[src/rtl/decoder_pkg.sv]
// Shared types and constants for the 1-to-2 decoder slice.
package decoder_pkg;

  localparam int DEC_OUT_W = 2;

  typedef logic [DEC_OUT_W-1:0] dec2_t;

  localparam dec2_t DEC_NONE = 2'b00;
  localparam dec2_t DEC_BOTH = 2'b11;

  // An X on sel with ena high propagates through the shift as X on the output.
  function automatic dec2_t dec_decode(input logic ena, input logic sel);
    return ena ? (dec2_t'(1) << sel) : DEC_NONE;
  endfunction

endpackage

[src/rtl/decoder_1_to_2_sat_counter.sv]
// Saturating up-counter with synchronous clear; holds at all-ones instead of wrapping.
module sat_counter #(
  parameter int W = 8
) (
  input  logic         clk,
  input  logic         rst_n,
  input  logic         clr,
  input  logic         inc,
  output logic [W-1:0] count
);

  logic [W-1:0] count_q;
  logic [W-1:0] count_d;

  always_comb begin
    count_d = count_q;
    if (clr) begin
      count_d = '0;
    end else if (inc && !(&count_q)) begin
      count_d = count_q + W'(1);
    end
  end

  always_ff @(posedge clk or negedge rst_n) begin
    if (!rst_n) begin
      count_q <= '0;
    end else begin
      count_q <= count_d;
    end
  end

  assign count = count_q;

endmodule

[src/rtl/decoder_1_to_2.sv]
// 1-to-2 enable decoder with registered snapshot and per-line activity counters.
// Define DECODER_1_TO_2_ONEHOT_CHECK_EN to add the sticky err output and the one-hot assertion.
module decoder_1_to_2
  import decoder_pkg::*;
#(
  parameter int CNT_W = 8
) (
  input  logic                 clk,
  input  logic                 rst_n,
  input  logic                 in,
  input  logic                 ena,
  input  logic                 clr,
  output logic [DEC_OUT_W-1:0] out,
  output logic [DEC_OUT_W-1:0] out_q,
`ifdef DECODER_1_TO_2_ONEHOT_CHECK_EN
  output logic                 err,
`endif
  output logic [CNT_W-1:0]     cnt0,
  output logic [CNT_W-1:0]     cnt1
);

  dec2_t out_dec;
  dec2_t snap_q;
  dec2_t snap_d;

  assign out_dec = dec_decode(ena, in);
  assign out     = out_dec;

  always_comb begin
    snap_d = out_dec;
    if (clr) begin
      snap_d = DEC_NONE;
    end
  end

  always_ff @(posedge clk or negedge rst_n) begin
    if (!rst_n) begin
      snap_q <= DEC_NONE;
    end else begin
      snap_q <= snap_d;
    end
  end

  assign out_q = snap_q;

  sat_counter #(.W(CNT_W)) u_cnt0 (
    .clk   (clk),
    .rst_n (rst_n),
    .clr   (clr),
    .inc   (out_dec[0]),
    .count (cnt0)
  );

  sat_counter #(.W(CNT_W)) u_cnt1 (
    .clk   (clk),
    .rst_n (rst_n),
    .clr   (clr),
    .inc   (out_dec[1]),
    .count (cnt1)
  );

`ifdef DECODER_1_TO_2_ONEHOT_CHECK_EN
  logic err_q;
  logic err_d;

  always_comb begin
    err_d = err_q | (snap_q == DEC_BOTH);
    if (clr) begin
      err_d = 1'b0;
    end
  end

  always_ff @(posedge clk or negedge rst_n) begin
    if (!rst_n) begin
      err_q <= 1'b0;
    end else begin
      err_q <= err_d;
    end
  end

  assign err = err_q;

  // Case equality so an X on in (legal while ena=1) does not trip the check.
  always_comb begin
    assert (!(out_dec === DEC_BOTH))
      else $error("decoder_1_to_2: out is 2'b11");
  end
`endif

endmodule

[config.mk]
export PLATFORM = sky130hd
export DESIGN_NAME = decoder_1_to_2
export DESIGN_NICKNAME = d
export VERILOG_FILES = /design/src/rtl/decoder_pkg.sv /design/src/rtl/decoder_1_to_2_sat_counter.sv /design/src/rtl/decoder_1_to_2.sv
export SDC_FILE = /design/constraint.sdc
export NUM_CORES = 1
export LEC_CHECK = 0
export BUFFER_PORTS_ARGS = -buffer_cell sky130_fd_sc_hd__buf_2
export CORE_MARGIN = 1
export CORE_UTILIZATION = 40
export CTS_BUF_LIST = sky130_fd_sc_hd__clkbuf_16
export DETAILED_ROUTE_END_ITERATION = 6
export GPL_ROUTABILITY_DRIVEN = 0
export PLACE_DENSITY = 0.73
export SLEW_MARGIN = 15
export SYNTH_ARGS = -nofsm -noshare
export SYNTH_HDL_FRONTEND = slang
export SYNTH_SLANG_ARGS = --single-unit
export TNS_END_PERCENT = 20
[constraint.sdc]
create_clock -name clk -period 2.9 [get_ports clk]
set_clock_uncertainty 0.1 [all_clocks]
set_input_delay 0.145 -clock clk [delete_from_list [all_inputs] [get_ports clk]]
set_output_delay 0.145 -clock clk [all_outputs]
set_load 0.01 [all_outputs]
==> flow_summary.ini <==
[die]
core-area_sq_um = 2212
die_h_microns = 50.66
start_util_pct = 42.82
die_w_microns = 50.66
dieArea_sq_um = 2566
io_pins = 25
rows = 17

[cells_and_area]
synthToLayoutAreaGrowth_pct = 23.38
drive_above_1_share_pct = 28.69
final_nets = 130
diodes = 0
stdcell_area_sq_um = 1169

[cts]
cts.repair.resized = 0
ctsHtreeMaxLevel = 1
cts_buffers = 3
cts_tree = yes
cts_root_buffer = clkbuf_16
post-cts-setup-buffers = 0
clock_latency_ns = 0.24
ctsHoldBuffers = 1
cts_buffer_depth = 2
clk_pin_slew_ns = 0.05
clock_sinks = 18

[routing]
wire_per_inst_microns = 13.22
avgViaCountPerCell = 5.493
ant_nets = 0
dr.first_iter.drc_count = 12
totalWireLength_microns = 1983
via_count = 824
drc = 0
firstDrtPassIters = 4

[setup_path]
setup.worst_path.end = u_cnt0.count[5]
cp.depth = 5
worstSetupPathType = register to register
reg2reg_depth = 5
r2r_end = u_cnt0.count[5]
cp_num_buf_inv = 0
arrival_ns = 1.80
rr_startpoint = u_cnt0.count[0]
r2r_slack_ns = 1.17
crit_family = simple AND/OR/NAND/NOR gates
worstSetupEndpointType = register
critPathMaxFanout = 4
max_stage_delay_ns = 0.49
crit_start = u_cnt0.count[0]
critPathSlowestCell = or4_1
worstPathCellList = ha_1, nand3_1, nor2_1, or4_1, a21oi_1
start_kind = register
required_ns = 2.96

[sta]
finalHoldViolCount = 0
period_needed_ns = 1.732
setup_viol = 0
worst_slew_pin_slew_ns = 0.4361
fin_setup_tns_ns = 0
worst_hold_slack_ns = 0.1522
slew_headroom_pct = 70.62
finalMaxSlewViolations = 0
rsz0062_at_grt = no
fmax_ghz = 0.5774
finalCritPeriodShare_pct = 59.72

[synthesis]
synth_ff_type = dfrtp_1
yosysTopAreaCell = dfrtp_1
synth_area_per_cell_sq_um = 9.765
seq_area_frac_synth_pct = 47.56
yosys_warnings = 0
synth_area_leaders = dfrtp_1, nor2_1, mux2i_1
synth_seq_cells = 18
synth_cell_types = 35
synth_edf_count = 0
netlist_instances = 97
syn_area_sq_um = 947.2
yosysTopAreaCellShare_pct = 47.56
synth_top_cells_by_count = dfrtp_1, nor2_1, a21oi_1
synth-async-reset-ratio_pct = 100.0
synth_nets = 104
synth_most_common_cell = dfrtp_1

[grt]
grt_max_degree = 19
grt_pass1_wl_microns = 3353
grt_overflow = 0
grt_use_total_pct = 17.56
first_global_vias = 753
grt_antenna_before_repair = 0

[power]
ir_drop_mv = 0.3212
finalPower_uw = 571.5
p_leak_nw = 0.5754
p_per_area_nw_per_um2 = 489.0

[outcome]
run_status = complete, no violations

[min_path]
hp-class = input port to register
hold_depth = 3

[placed_design]
port_buffers = 24
post_dp_cell_area_sq_um = 1080
place_hpwl_microns = 1431

[job]
max-cap-violations = 0
## report_power, final
group / switching, mW / total, mW / internal [mW]
logic: 0.0240 / 0.0380 / 0.0140
clock network: 0.0893 / 0.272 / 0.183
registers: 0.00514 / 0.261 / 0.256
## cell type report
class	instances	area, sq um
Timing Repair Buffer	25	130.1
Multi-Input combinational cell	72	461.7
Sequential cell	18	450.4
Fill cell	214	1044
Tap cell	28	35.03
Clock inverter	1	3.754
Clock buffer	3	75.07
Inverter	3	12.51
## placed cells by master, fill, tap and decap left out, types with 2 or more instances in the layout
cell type,synthesis,layout
inv_1,2,2
dfrtp_1,18,18
nand3_1,4,4
or4_1,2,2
mux2i_1,4,4
ha_1,2,2
nand2_1,6,6
xor2_1,3,3
o31ai_1,2,2
o21ai_0,3,3
clkbuf_16,0,3
and4_4,2,2
nor3_1,4,4
nor2_1,15,15
nand4_1,2,2
a21oi_1,7,7
buf_2,0,24
## sequential cells by signal, indices dropped and copies added, names as in the netlist
| signal | flops |
|---|---|
| u_cnt0.count | 8 |
| u_cnt1.count | 8 |
| out_q | 2 |
## worst register-to-register path: cells and delay by family, from the launching register on
family	cells	cell delay, ns
flip-flops	1	0.44
AND/OR/NAND/NOR	3	0.65
AO/OA/AOI/OAI	1	0.18
adder cells (fa/ha/maj)	1	0.27
## worst min-delay path by stage
stage / from / to / slack [ns]
2_1_floorplan: rst_n / out_q[0] / -0.25
3_3_place_gp: rst_n / u_cnt0.count[7] / -0.002
3_5_place_dp: rst_n / u_cnt0.count[0] / 0.003
4_1_cts: ena / out_q[1] / 0.15
5_1_grt: ena / out_q[1] / 0.18
6_report: ena / out_q[1] / 0.15
## cell families (layout without fill, tap and decap cells)
logic type                 after synthesis  in the layout  share of synthesized area (%)
and+or+nand+nor                         46             46                          27.61
DFF                                     18             18                          47.56
AOI/OAI and AO/OA                       16             16                          10.57
buffers and inverters                    7             32                          3.697
xor gates and xnor gates                 4              4                          3.699
muxes                                    4              4                          4.227
adders and majority gates                2              2                          2.642
## through the flow
stage,std cells,utilization [%],worst slack [ns]
after CTS,150,52.83,1.159
after detailed placement,145,48.81,1.209
after global placement,145,48.81,1.301
after floorplan,97,-,1.283
after global routing,150,52.83,1.108
final,150,52.83,1.168
## layer usage
metal	up-vias	track usage, %	share of wire, %
met2	17	28.00	50
li1	400	-	-
met3	2	3.030	2.9
met1	405	23.21	46
met4	0	7.870	0.45
met5	-	0	0
Note: power is estimated with default switching activity, not from simulation.
